===== config.mk =====
export PLATFORM = sky130hd
export DESIGN_NAME = ball_renderer
export DESIGN_NICKNAME = d
export VERILOG_FILES = /design/src/rtl/vga_pkg.sv /design/src/rtl/btn_sync_edge.sv /design/src/rtl/ball_renderer.sv
export SDC_FILE = /design/constraint.sdc
export NUM_CORES = 1
export LEC_CHECK = 0
export ABC_AREA = 1
export BUFFER_PORTS_ARGS = -buffer_cell sky130_fd_sc_hd__clkbuf_2
export CORE_MARGIN = 2
export CORE_UTILIZATION = 30
export CTS_CLUSTER_DIAMETER = 120
export CTS_CLUSTER_SIZE = 10
export DETAILED_ROUTE_END_ITERATION = 6
export GPL_TIMING_DRIVEN = 0
export HOLD_SLACK_MARGIN = 0.15
export SLEW_MARGIN = 15
export SYNTH_ARGS = -nofsm -noshare
export SYNTH_HDL_FRONTEND = slang
export SYNTH_SLANG_ARGS = --single-unit

===== constraint.sdc =====
create_clock -name clk -period 4.75 [get_ports clk]
set_input_delay 0.7125 -clock clk [delete_from_list [all_inputs] [get_ports clk]]
set_output_delay 0.7125 -clock clk [all_outputs]
set_load 0.05 [all_outputs]

===== src/rtl/vga_pkg.sv =====
// Shared VGA constants, pixel/colour types and the per-axis bounce helper
// for the pixel-generation stage.
package vga_pkg;

    localparam int unsigned H_VIS   = 640;
    localparam int unsigned V_VIS   = 480;
    localparam int unsigned H_TOTAL = 800;
    localparam int unsigned V_TOTAL = 525;

    localparam int unsigned CNT_W = 10;  // timing-generator counter width
    localparam int unsigned POS_W = 11;  // position/compare arithmetic width
    localparam int unsigned RGB_W = 6;
    localparam int unsigned BC_W  = 8;

    typedef logic [RGB_W-1:0] rgb_t;
    typedef logic [POS_W-1:0] pos_t;

    localparam rgb_t BLACK      = 6'b000000;
    localparam rgb_t BG_COLOR   = 6'b000001;
    localparam rgb_t BALL_COLOR = 6'b111100;

    typedef enum logic {RUN, PAUSED} ball_state_t;

    // Next position/direction of one axis; dir_pos=1 means moving towards lim.
    typedef struct packed {
        pos_t pos;
        logic dir_pos;
        logic flip;
    } axis_t;

    function automatic axis_t axis_step(input pos_t pos, input logic dir_pos,
                                        input pos_t lim, input pos_t step);
        axis_t r;
        r.pos     = pos;
        r.dir_pos = dir_pos;
        r.flip    = 1'b0;
        if (dir_pos) begin
            if (pos + step >= lim) begin
                r.pos     = lim;
                r.dir_pos = 1'b0;
                r.flip    = 1'b1;
            end else begin
                r.pos = pos + step;
            end
        end else begin
            if (pos <= step) begin
                r.pos     = '0;
                r.dir_pos = 1'b1;
                r.flip    = 1'b1;
            end else begin
                r.pos = pos - step;
            end
        end
        return r;
    endfunction

endpackage


===== src/rtl/btn_sync_edge.sv =====
// Two-flop synchroniser for a raw asynchronous button plus rising-edge
// detector.
//   clk, rst_n : clock, async active-low reset
//   btn        : raw button, active high
//   pulse_c    : one-cycle pulse on each synchronised rising edge
//                (combinational from the flops, valid the cycle after the
//                second synchroniser stage sees the rise)
module btn_sync_edge (
    input  logic clk,
    input  logic rst_n,
    input  logic btn,
    output logic pulse_c
);

    logic sync1;
    logic sync2;
    logic sync2_d;

    // Metastability chain and one-cycle history for edge detection
    always_ff @(posedge clk or negedge rst_n) begin
        if (!rst_n) begin
            sync1   <= 1'b0;
            sync2   <= 1'b0;
            sync2_d <= 1'b0;
        end else begin
            sync1   <= btn;
            sync2   <= sync1;
            sync2_d <= sync2;
        end
    end

    assign pulse_c = sync2 & ~sync2_d;

endmodule


===== src/rtl/ball_renderer.sv =====
// Pixel stage behind the VGA timing generator: draws a bouncing square ball
// on a solid background, one-cycle registered RGB and delayed syncs.
//   clk, rst_n           : pixel clock, async active-low reset
//   curr_col, curr_row   : timing-generator counters
//   valid                : inside 640x480 visible area
//   hsync_in, vsync_in   : syncs from the timing generator (active low)
//   pause_btn            : raw pause button, each press toggles RUN/PAUSED
//   rgb_out              : registered pixel colour
//   hsync_out, vsync_out : syncs delayed one cycle to match rgb_out
//   bounce_count         : saturating count of frames with a bounce
module ball_renderer
    import vga_pkg::*;
#(
    parameter int unsigned BALL_SIZE = 16,
    parameter int unsigned STEP      = 2
) (
    input  logic             clk,
    input  logic             rst_n,
    input  logic [CNT_W-1:0] curr_col,
    input  logic [CNT_W-1:0] curr_row,
    input  logic             valid,
    input  logic             hsync_in,
    input  logic             vsync_in,
    input  logic             pause_btn,
    output rgb_t             rgb_out,
    output logic             hsync_out,
    output logic             vsync_out,
    output logic [BC_W-1:0]  bounce_count
);

    localparam pos_t LIM_X   = POS_W'(H_VIS - BALL_SIZE);
    localparam pos_t LIM_Y   = POS_W'(V_VIS - BALL_SIZE);
    localparam pos_t X_INIT  = POS_W'((H_VIS - BALL_SIZE) / 2);
    localparam pos_t Y_INIT  = POS_W'((V_VIS - BALL_SIZE) / 2);
    localparam pos_t SIZE_W  = POS_W'(BALL_SIZE);
    localparam pos_t STEP_W  = POS_W'(STEP);
    localparam pos_t H_VIS_W = POS_W'(H_VIS);
    localparam pos_t V_VIS_W = POS_W'(V_VIS);

    pos_t        ball_x;
    pos_t        ball_y;
    logic        dir_x;
    logic        dir_y;
    ball_state_t state;

    logic  pause_pulse_c;
    pos_t  col_c;
    pos_t  row_c;
    logic  visible_c;
    logic  in_ball_c;
    logic  frame_tick_c;
    rgb_t  pix_c;
    axis_t ax_c;
    axis_t ay_c;

    btn_sync_edge u_pause (
        .clk     (clk),
        .rst_n   (rst_n),
        .btn     (pause_btn),
        .pulse_c (pause_pulse_c)
    );

    // Pixel colour and next motion step, all in 11-bit arithmetic
    always_comb begin
        col_c        = POS_W'(curr_col);
        row_c        = POS_W'(curr_row);
        visible_c    = valid && (col_c < H_VIS_W) && (row_c < V_VIS_W);
        in_ball_c    = (col_c >= ball_x) && (col_c < ball_x + SIZE_W) &&
                       (row_c >= ball_y) && (row_c < ball_y + SIZE_W);
        frame_tick_c = (curr_row == CNT_W'(V_VIS)) && (curr_col == '0);
        pix_c        = BLACK;
        if (visible_c) begin
            pix_c = in_ball_c ? BALL_COLOR : BG_COLOR;
        end
        ax_c = axis_step(ball_x, dir_x, LIM_X, STEP_W);
        ay_c = axis_step(ball_y, dir_y, LIM_Y, STEP_W);
    end

    // Output pipeline: colour and syncs from the same input cycle
    always_ff @(posedge clk or negedge rst_n) begin
        if (!rst_n) begin
            rgb_out   <= BLACK;
            hsync_out <= 1'b1;
            vsync_out <= 1'b1;
        end else begin
            rgb_out   <= pix_c;
            hsync_out <= hsync_in;
            vsync_out <= vsync_in;
        end
    end

    // Run/pause FSM and ball motion; motion sees the pre-toggle state
    always_ff @(posedge clk or negedge rst_n) begin
        if (!rst_n) begin
            state        <= RUN;
            ball_x       <= X_INIT;
            ball_y       <= Y_INIT;
            dir_x        <= 1'b1;
            dir_y        <= 1'b1;
            bounce_count <= '0;
        end else begin
            if (frame_tick_c && (state == RUN)) begin
                ball_x <= ax_c.pos;
                dir_x  <= ax_c.dir_pos;
                ball_y <= ay_c.pos;
                dir_y  <= ay_c.dir_pos;
                if ((ax_c.flip || ay_c.flip) && (bounce_count != '1)) begin
                    bounce_count <= bounce_count + BC_W'(1);
                end
            end
            if (pause_pulse_c) begin
                state <= (state == RUN) ? PAUSED : RUN;
            end
        end
    end

endmodule

==> results.sh, run 1 <==
export IMPL_synth_seq_cells=38
export IMPL_num_antenna_cells=0
export IMPL_cp_common_cell="nand3_1"
export IMPL_area_growth_pct=15.2
export IMPL_hold_class="flip-flop to flip-flop"
export IMPL_clockBufferDepth=2
export IMPL_nets=615
export IMPL_max_stage_delay_ns=0.43
export IMPL_maxCapViolCount=0
export IMPL_grt_ovfl_total=0
export IMPL_grt_pass1_vias=3350
export IMPL_floorplan_die_area_um2=13100
export IMPL_yosysMostFrequentCell="nand2_1"
export IMPL_critical_path_startpoint_type="input pin"
export IMPL_vias=3496
export IMPL_setup_tns_ns=0
export IMPL_wl_um=9520
export IMPL_cts_buffers=5
export IMPL_yosysWarnings=0
export IMPL_leakagePower_nw=2.11
export IMPL_finClkSkew_ns=0.00329
export IMPL_crit_chain="clkbuf_2 -> nand3_1 -> nor3b_2 -> nand3_1 -> inv_2 -> buf_1 -> nand4_1 -> nand2_1"
export IMPL_drtIter0Drc=264
export IMPL_worstPathMaxFanout=10
export IMPL_clk_latency_ns=0.28
export IMPL_path_class="input pin to flip-flop"
export IMPL_grt_pass1_wl_um=16000
export IMPL_cts_tree="done"
export IMPL_drtPass1Iterations=5
export IMPL_wire_per_inst_um=13.7
export IMPL_worstMarginPinSlew_ns=1.02
export IMPL_multi_input_area_um2=2380
export IMPL_status="completed"
export IMPL_layout_drive_gt1_share=0.188
export IMPL_fin_cells=696
export IMPL_synth_ff_type="dfrtp_1"
export IMPL_critPathCaptureType="flip-flop"
export IMPL_synth_edf_count=0
export IMPL_postCtsHoldBufs=0
export IMPL_ctsResizeCount=0
export IMPL_yosys_area_top_type="dfrtp_1"
export IMPL_cp_arrival_ns=2.57
export IMPL_grt_max_degree=39
export IMPL_postCtsSetupBuffers=0
export IMPL_ys_seq_area_frac=0.264
export IMPL_synth_top_area_share=0.178
export IMPL_final_util=0.352
export IMPL_portBuffers=40
export IMPL_clk_pin_slew_ns=0.06
export IMPL_slew_violations=0
export IMPL_dp_cells=688
export IMPL_slew_headroom=0.318
export IMPL_ys_types=44
export IMPL_async_reset_ff_frac=1.00
export IMPL_ir_worst_vdd_mv=0.224
export IMPL_p_per_area_nw_per_um2=188
export IMPL_seq_area_um2=966
export IMPL_timing_fmax_ghz=0.425
export IMPL_synthCells=501
export IMPL_die_h_um=114
export IMPL_final_area_um2=4210
export IMPL_period_needed_ns=2.36
export IMPL_setup_viol=0
export IMPL_htree_levels=2
export IMPL_clkSinkCount=38
export IMPL_cp_num_buf_inv=3
export IMPL_core_rowCount=40
export IMPL_cts_root_buffer="clkbuf_16"
export IMPL_antenna_found_initial=0
export IMPL_synthTopCellsByCount="112 x nand2_1, 52 x nor2_1, 50 x inv_1, 41 x ha_1, 30 x nand3_1"
export IMPL_dp_hpwl_um=7480
export IMPL_r2r_slack_ns=2.45
export IMPL_gp_congestion=0.943
export IMPL_core_um2=12000
export IMPL_synth_area_um2=3650
export IMPL_placed_area_um2=4040
export IMPL_die_x_um=114
export IMPL_netlist_top_cells_area="dfrtp_1 18%, ha_1 14%, nand2_1 12%"
export IMPL_cpMaxStageDelayCell="buf_1"
export IMPL_fin_hold_ws_ns=0.359
export IMPL_final_hold_viol_count=0
export IMPL_avgSynthCellArea_um2=7.29
export IMPL_via_per_inst=5.02
export IMPL_period_share=0.496
export IMPL_ios=42
export IMPL_rsz0062_at_grt="false"
export IMPL_synthesis_nets=568
export IMPL_fill_cells=1255
export IMPL_start_util=0.305
export IMPL_remaining_drc_errors=0
export IMPL_antenna_left=0
export IMPL_cpLargestDelayFamily="simple AND/OR/NAND/NOR gates"
export IMPL_grt_use_total=0.151
export IMPL_worstPathRequired_ns=4.97
[stage by stage]
stage | power (W) | worst slack (ns)
finish | 0.000792 | 2.39
global route | 0.000828 | 2.22
CTS | 0.000802 | 2.42
detailed placement | 0.000411 | 2.14
global placement | 0.000409 | 2.17
floorplan | 0.000377 | 2.71
[registers in the layout, indices dropped and copies added, names as in the netlist, 2 cells and up]
name	cells
bounce_count	8
rgb_out	2
ball_y	10
ball_x	10
[per-layer routing]
metal  vias to the layer above  part of all wire  global-route usage
li1                       1770                 -                   -
met1                      1599              0.49               0.213
met2                       117              0.44               0.241
met3                        10             0.062              0.0270
met4                         0             0.011              0.0333
met5                         -                 0                   0
[cell type report]
type / instances / share of cell area
flip-flops and latches: 38 / 0.230
well taps: 147 / 0.0437
repair buffers: 40 / 0.0476
clock buffers: 5 / 0.0297
inverters: 61 / 0.0544
plain buffers: 11 / 0.0190
multi-input cells: 391 / 0.565
clock inverters: 3 / 0.0107
[placed cells by master (no fill, tap or decap), types with 3 or more instances in the layout]
master	n
xnor2_1	4
dfrtp_1	26
o22ai_1	3
buf_4	6
nand3_1	30
nand4_1	17
nor4_1	3
a22oi_1	4
a21oi_1	29
inv_2	11
o211ai_1	5
nor2_2	4
nor2_1	52
inv_1	50
nand2_4	3
ha_1	41
nor3_1	4
o21ai_0	28
xor2_1	19
clkbuf_2	40
o21ai_1	6
nand3_2	3
clkbuf_16	5
nand2_1	112
dfstp_2	12
[power by group]
part / switching, W / internal, W
Sequential: 0.00000618 / 0.000332
Clock: 0.000140 / 0.000248
Combinational: 0.0000411 / 0.0000257
Total: 0.000187 / 0.000605
[final timing paths]
path                               start         endpoint  cells after the start
max                          curr_row[7]  bounce_count[7]                      8
min                        u_pause.sync1    u_pause.sync2                      0
max reg2reg                    ball_x[4]       rgb_out[0]                     11
min reg2reg                u_pause.sync1    u_pause.sync2                      0
max in group asynchronous          rst_n        ball_y[4]                      1
min in group asynchronous          rst_n        ball_y[9]                      1
[cells by family after synthesis]
group	Yosys count	synth area share
xor gates and xnor gates	24	0.0596
and+or+nand+nor	241	0.316
other	1	0.00103
DFF	38	0.264
AOI/OAI and AO/OA	84	0.134
adders and majority gates	41	0.140
buffers and inverters	72	0.0846
Note: power is estimated with default switching activity, not from simulation.
==> run 2, diff against run 1 <==
==> constraint.sdc (replaced) <==
create_clock -name clk -period 2.4 [get_ports clk]
set_input_delay 0.36 -clock clk [delete_from_list [all_inputs] [get_ports clk]]
set_output_delay 0.36 -clock clk [all_outputs]
set_load 0.05 [all_outputs]
==> run 2 against run 1 <==
Sequential share of layout area decreased by 0.14 points. Global-route usage unchanged. Routed wire length about the same. Design area increased by 0.60%. Critical endpoint is now rgb_out[0]. Largest cell class unchanged.
==> results.sh, run 2 (same netlist as run 1, synthesis figures left out) <==
export IMPL_worstPathRequired_ns=2.57
export IMPL_fin_cells=698
export IMPL_clockBufferDepth=2
export IMPL_grt_pass1_vias=3350
export IMPL_largestRegisters="ball_x (10), ball_y (10), bounce_count (8)"
export IMPL_slew_violations=0
export IMPL_wire_per_inst_um=13.6
export IMPL_core_rowCount=40
export IMPL_p_per_area_nw_per_um2=371
export IMPL_cp_common_cell="nor2_1"
export IMPL_critical_path_startpoint_type="flip-flop"
export IMPL_crit_chain="ha_2 -> inv_1 -> nor2_4 -> xor2_1 -> ha_1 -> a21oi_1 -> o21ai_0 -> nor2_1 -> nand3_1 -> nor2_1 -> nor2_1"
export IMPL_cpMaxStageDelayCell="dfstp_2"
export IMPL_gr_usage_met3=0.0270
export IMPL_reg2reg_depth=11
export IMPL_core_um2=12000
export IMPL_fill_cells=1256
export IMPL_postCtsHoldBufs=0
export IMPL_maxCapViolCount=0
export IMPL_grtUsageMet2=0.241
export IMPL_die_x_um=114
export IMPL_final_hold_viol_count=0
export IMPL_setup_tns_ns=0
export IMPL_path_class="flip-flop to flip-flop"
export IMPL_drtIter0Drc=241
export IMPL_via_per_inst=5.00
export IMPL_layout_common_cells="112 x nand2_1, 51 x nor2_1, 50 x inv_1"
export IMPL_ios=42
export IMPL_wl_um=9510
export IMPL_timing_fmax_ghz=0.456
export IMPL_grt_use_total=0.151
export IMPL_dp_cells=688
export IMPL_grt_util_met1=0.213
export IMPL_cp_arrival_ns=2.36
export IMPL_max_stage_delay_ns=0.59
export IMPL_cts_tree="done"
export IMPL_cp_num_buf_inv=1
export IMPL_slew_headroom=0.319
export IMPL_worstPathMaxFanout=6
export IMPL_clkSinkCount=38
export IMPL_dp_hpwl_um=7480
export IMPL_ir_worst_vdd_mv=0.444
export IMPL_setup_viol=0
export IMPL_drtPass1Iterations=5
export IMPL_clk_pin_slew_ns=0.06
export IMPL_cts_buffers=5
export IMPL_antenna_found_initial=0
export IMPL_die_h_um=114
export IMPL_critPathCaptureType="flip-flop"
export IMPL_grt_ovfl_total=0
export IMPL_start_util=0.305
export IMPL_busiest_layer="met2"
export IMPL_finClkSkew_ns=0.00272
export IMPL_r2r_slack_ns=0.21
export IMPL_antenna_left=0
export IMPL_cts_root_buffer="clkbuf_16"
export IMPL_hold_class="input pin to flip-flop"
export IMPL_vias=3490
export IMPL_grt_max_degree=39
export IMPL_area_growth_pct=15.9
export IMPL_status="completed"
export IMPL_gp_congestion=0.943
export IMPL_layout_drive_gt1_share=0.194
export IMPL_rsz0062_at_grt="false"
export IMPL_period_share=0.914
export IMPL_clk_latency_ns=0.28
export IMPL_portBuffers=40
export IMPL_layout_cells_most_common="nand2_1"
export IMPL_floorplan_die_area_um2=13100
export IMPL_grt_pass1_wl_um=16000
export IMPL_num_antenna_cells=0
export IMPL_cpLargestDelayFamily="flip-flops"
export IMPL_remaining_drc_errors=0
export IMPL_worstMarginPinSlew_ns=1.02
export IMPL_crit_cells=11
export IMPL_leakagePower_nw=2.12
export IMPL_min_path_cells=1
export IMPL_htree_levels=2
export IMPL_nets=617
export IMPL_period_needed_ns=2.19
run 2: changes by cell type in the layout (fill, tap and decap cells not counted):
cell / delta
buf_4: +2
nor2_4: +1
ha_1: -1
nor2_1: -1
ha_2: +1
run 2: worst paths after layout:
path,from,end
max,ball_x[5],rgb_out[0]
max reg2reg,ball_x[5],rgb_out[0]
min reg2reg,u_pause.sync1,u_pause.sync2
min,vsync_in,vsync_out
max in group asynchronous,rst_n,ball_y[4]
min in group asynchronous,rst_n,ball_y[9]
run 2: power by group:
part	internal, W	switching, W	leakage [nW]
combinational	0.0000507	0.0000812	1.61
clock	0.000490	0.000279	0.0760
sequential	0.000657	0.0000122	0.438
run 2: layout make-up:
cell class	instances	area (µm²)	share of cell area
Buffer	11	80.1	0.0189
Timing Repair Buffer	42	215	0.0509
Multi-Input combinational cell	391	2390	0.564
Sequential cell	38	966	0.228
Inverter	61	229	0.0541
Tap cell	147	184	0.0435
Clock buffer	5	125	0.0296
Clock inverter	3	45.0	0.0106
run 2: routing by layer:
metal | vias up | share of wire
li1 | 1772 | -
met1 | 1594 | 0.49
met2 | 116 | 0.44
met3 | 8 | 0.055
met4 | 0 | 0.0099
met5 | - | 0
run 2: what timing repair did:
action                                  4_1_cts  5_1_grt
endpoints found under the setup margin        0       15
setup buffers                                 0        2
resized for setup                             0        3
run 2: stage by stage:
stage / worst slack [ns] / cell area (µm²) / power (W) / utilization / hold slack [ns]
global placement: 0.122 / 4040 / 0.000810 / 0.337 / 0.336
finish: 0.207 / 4230 / 0.00157 / 0.354 / 0.160
CTS: 0.0898 / 4210 / 0.00159 / 0.352 / 0.155
global route: 0.00953 / 4230 / 0.00164 / 0.354 / 0.158
detailed placement: 0.109 / 4040 / 0.000814 / 0.337 / 0.344
floorplan: 0.357 / 3650 / 0.000746 / - / 0.0644
==> run 3, diff against run 2 <==
--- a/config.mk
+++ b/config.mk
@@ -6,7 +6,7 @@
 export NUM_CORES = 1
 export LEC_CHECK = 0
 export ABC_AREA = 1
-export BUFFER_PORTS_ARGS = -buffer_cell sky130_fd_sc_hd__clkbuf_2
+export BUFFER_PORTS_ARGS = -buffer_cell sky130_fd_sc_hd__buf_2
 export CORE_MARGIN = 2
 export CORE_UTILIZATION = 30
 export CTS_CLUSTER_DIAMETER = 120
@@ -18,3 +18,4 @@
 export SYNTH_ARGS = -nofsm -noshare
 export SYNTH_HDL_FRONTEND = slang
 export SYNTH_SLANG_ARGS = --single-unit
+export TNS_END_PERCENT = 30
==> run 3 against run 2 <==
Final cell count rose by 0.57%. Global-route usage fell by 0.14 points. Hold slack improved by 0.010 ns. Maximum frequency down 3.9%. First-iteration DRC count grew 7.5%. Routed wire length rose by 1.8%. Critical path depth down 1. Critical path type unchanged.
==> results.sh, run 3 (same netlist as run 1, synthesis figures left out) <==
export IMPL_portBuffers=40
export IMPL_die_h_um=114
export IMPL_period_needed_ns=2.28
export IMPL_layout_drive_gt1_share=0.200
export IMPL_dp_hpwl_um=7520
export IMPL_drtIter0Drc=259
export IMPL_clk_pin_slew_ns=0.06
export IMPL_ios=42
export IMPL_crit_chain="ha_1 -> nand2_1 -> nor2_1 -> xor2_1 -> ha_1 -> a21o_1 -> a21oi_1 -> o211ai_1 -> nor2_1 -> nor2_1"
export IMPL_finClkSkew_ns=0.00308
export IMPL_slew_headroom=0.399
export IMPL_clkSinkCount=38
export IMPL_vias=3577
export IMPL_nets=621
export IMPL_gr_usage_met3=0.0259
export IMPL_r2r_slack_ns=0.12
export IMPL_core_rowCount=40
export IMPL_grt_pass1_wl_um=15800
export IMPL_hold_end="hsync_out"
export IMPL_grt_use_total=0.149
export IMPL_min_path_cells=1
export IMPL_cts_root_buffer="clkbuf_16"
export IMPL_antenna_left=0
export IMPL_place_ws_ns=0.0567
export IMPL_via_per_inst=5.10
export IMPL_worstMarginPinSlew_ns=0.902
export IMPL_fin_cells=702
export IMPL_placed_area_um2=4040
export IMPL_cts_tree="done"
export IMPL_grt_max_degree=39
export IMPL_multi_input_area_um2=2410
export IMPL_gp_congestion=0.928
export IMPL_layout_cells_most_common="nand2_1"
export IMPL_worstPathRequired_ns=2.57
export IMPL_slew_violations=0
export IMPL_busiest_layer="met2"
export IMPL_floorplan_die_area_um2=13100
export IMPL_cp_arrival_ns=2.46
export IMPL_grt_ovfl_total=0
export IMPL_setup_viol=0
export IMPL_drtPass1Iterations=5
export IMPL_core_um2=12000
export IMPL_timing_rr_start="ball_y[5]"
export IMPL_leakagePower_nw=2.15
export IMPL_hold_class="input pin to flip-flop"
export IMPL_final_hold_viol_count=0
export IMPL_path_class="flip-flop to flip-flop"
export IMPL_cpMaxStageDelayCell="dfstp_2"
export IMPL_grt_util_met1=0.210
export IMPL_maxCapViolCount=0
export IMPL_final_area_um2=4280
export IMPL_critPathCaptureType="flip-flop"
export IMPL_remaining_drc_errors=0
export IMPL_wire_per_inst_um=13.8
export IMPL_hp_start="hsync_in"
export IMPL_status="completed"
export IMPL_worstReg2RegEnd="rgb_out[0]"
export IMPL_clk_latency_ns=0.29
export IMPL_antenna_found_initial=0
export IMPL_area_growth_pct=17.3
export IMPL_reg2reg_depth=10
export IMPL_fin_hold_ws_ns=0.170
export IMPL_critical_path_startpoint_type="flip-flop"
export IMPL_wl_um=9690
export IMPL_seq_area_um2=966
export IMPL_htree_levels=2
export IMPL_die_x_um=114
export IMPL_max_stage_delay_ns=0.60
export IMPL_fill_cells=1249
export IMPL_period_share=0.951
export IMPL_worstPathMaxFanout=6
export IMPL_cpLargestDelayFamily="flip-flops"
export IMPL_largestRegisters="ball_x (10), ball_y (10), bounce_count (8)"
export IMPL_p_per_area_nw_per_um2=370
export IMPL_layout_common_cells="112 x nand2_1, 52 x nor2_1, 50 x inv_1"
export IMPL_cp_common_cell="nor2_1"
export IMPL_ir_worst_vdd_mv=0.285
export IMPL_num_antenna_cells=0
export IMPL_crit_cells=10
export IMPL_start_util=0.305
export IMPL_timing_fmax_ghz=0.438
export IMPL_postCtsHoldBufs=0
export IMPL_cp_num_buf_inv=0
export IMPL_clockBufferDepth=2
export IMPL_worst_slack_ns=0.117
export IMPL_grt_pass1_vias=3296
export IMPL_dp_cells=688
export IMPL_grtUsageMet2=0.236
export IMPL_cts_buffers=5
run 3: changes by cell type in the layout (fill, tap and decap cells not counted), moves of 2 or more:
| cell | previous run | this run |
|---|---|---|
| buf_2 | 1 | 41 |
| buf_4 | 8 | 12 |
| clkinvlp_4 | 2 | 0 |
| clkbuf_2 | 40 | 0 |
run 3: per-layer routing:
| layer | vias to the layer above | part of all wire | wire length, µm |
|---|---|---|---|
| met3 | 14 | 0.057 | 552 |
| met1 | 1668 | 0.49 | 4760 |
| met5 | - | 0 | 0 |
| met2 | 119 | 0.44 | 4250 |
| li1 | 1776 | - | - |
| met4 | 0 | 0.012 | 120 |
run 3: stage by stage:
step           power [W]  utilization   TNS, ns
6_report         0.00159        0.358         0
5_1_grt          0.00166        0.358  -0.00718
4_1_cts          0.00160        0.352         0
3_5_place_dp    0.000814        0.337         0
3_3_place_gp    0.000810        0.337         0
2_1_floorplan   0.000746            -         0
run 3: where the power goes:
| part | switching [W] | internal (W) | leakage, nW | total (W) |
|---|---|---|---|---|
| Clock | 0.000266 | 0.000519 | 0.0841 | 0.000785 |
| Combinational | 0.0000829 | 0.0000509 | 1.63 | 0.000134 |
| Sequential | 0.0000109 | 0.000657 | 0.438 | 0.000668 |
| Total | 0.000360 | 0.00123 | 2.15 | 0.00159 |
run 3: worst max path at each step:
stage	start	end	slack [ns]
6_report	ball_y[5]	rgb_out[0]	0.12
2_1_floorplan	ball_x[4]	rgb_out[0]	0.36
3_3_place_gp	ball_x[4]	rgb_out[0]	0.14
3_5_place_dp	ball_x[4]	rgb_out[0]	0.06
5_1_grt	ball_y[5]	rgb_out[0]	-0.007
4_1_cts	ball_x[4]	rgb_out[0]	0.04
run 3: timing repair:
action / CTS / global route
resized for setup: 0 / 5
setup buffers: 0 / 6
endpoints found under the setup margin: 0 / 15
run 3: area by class of cell:
class / count / share of cell area
multi-input cells: 391 / 0.562
flip-flops and latches: 38 / 0.225
repair buffers: 46 / 0.0572
inverters: 61 / 0.0534
well taps: 147 / 0.0429
clock buffers: 7 / 0.0333
plain buffers: 11 / 0.0187
clock inverters: 1 / 0.00701
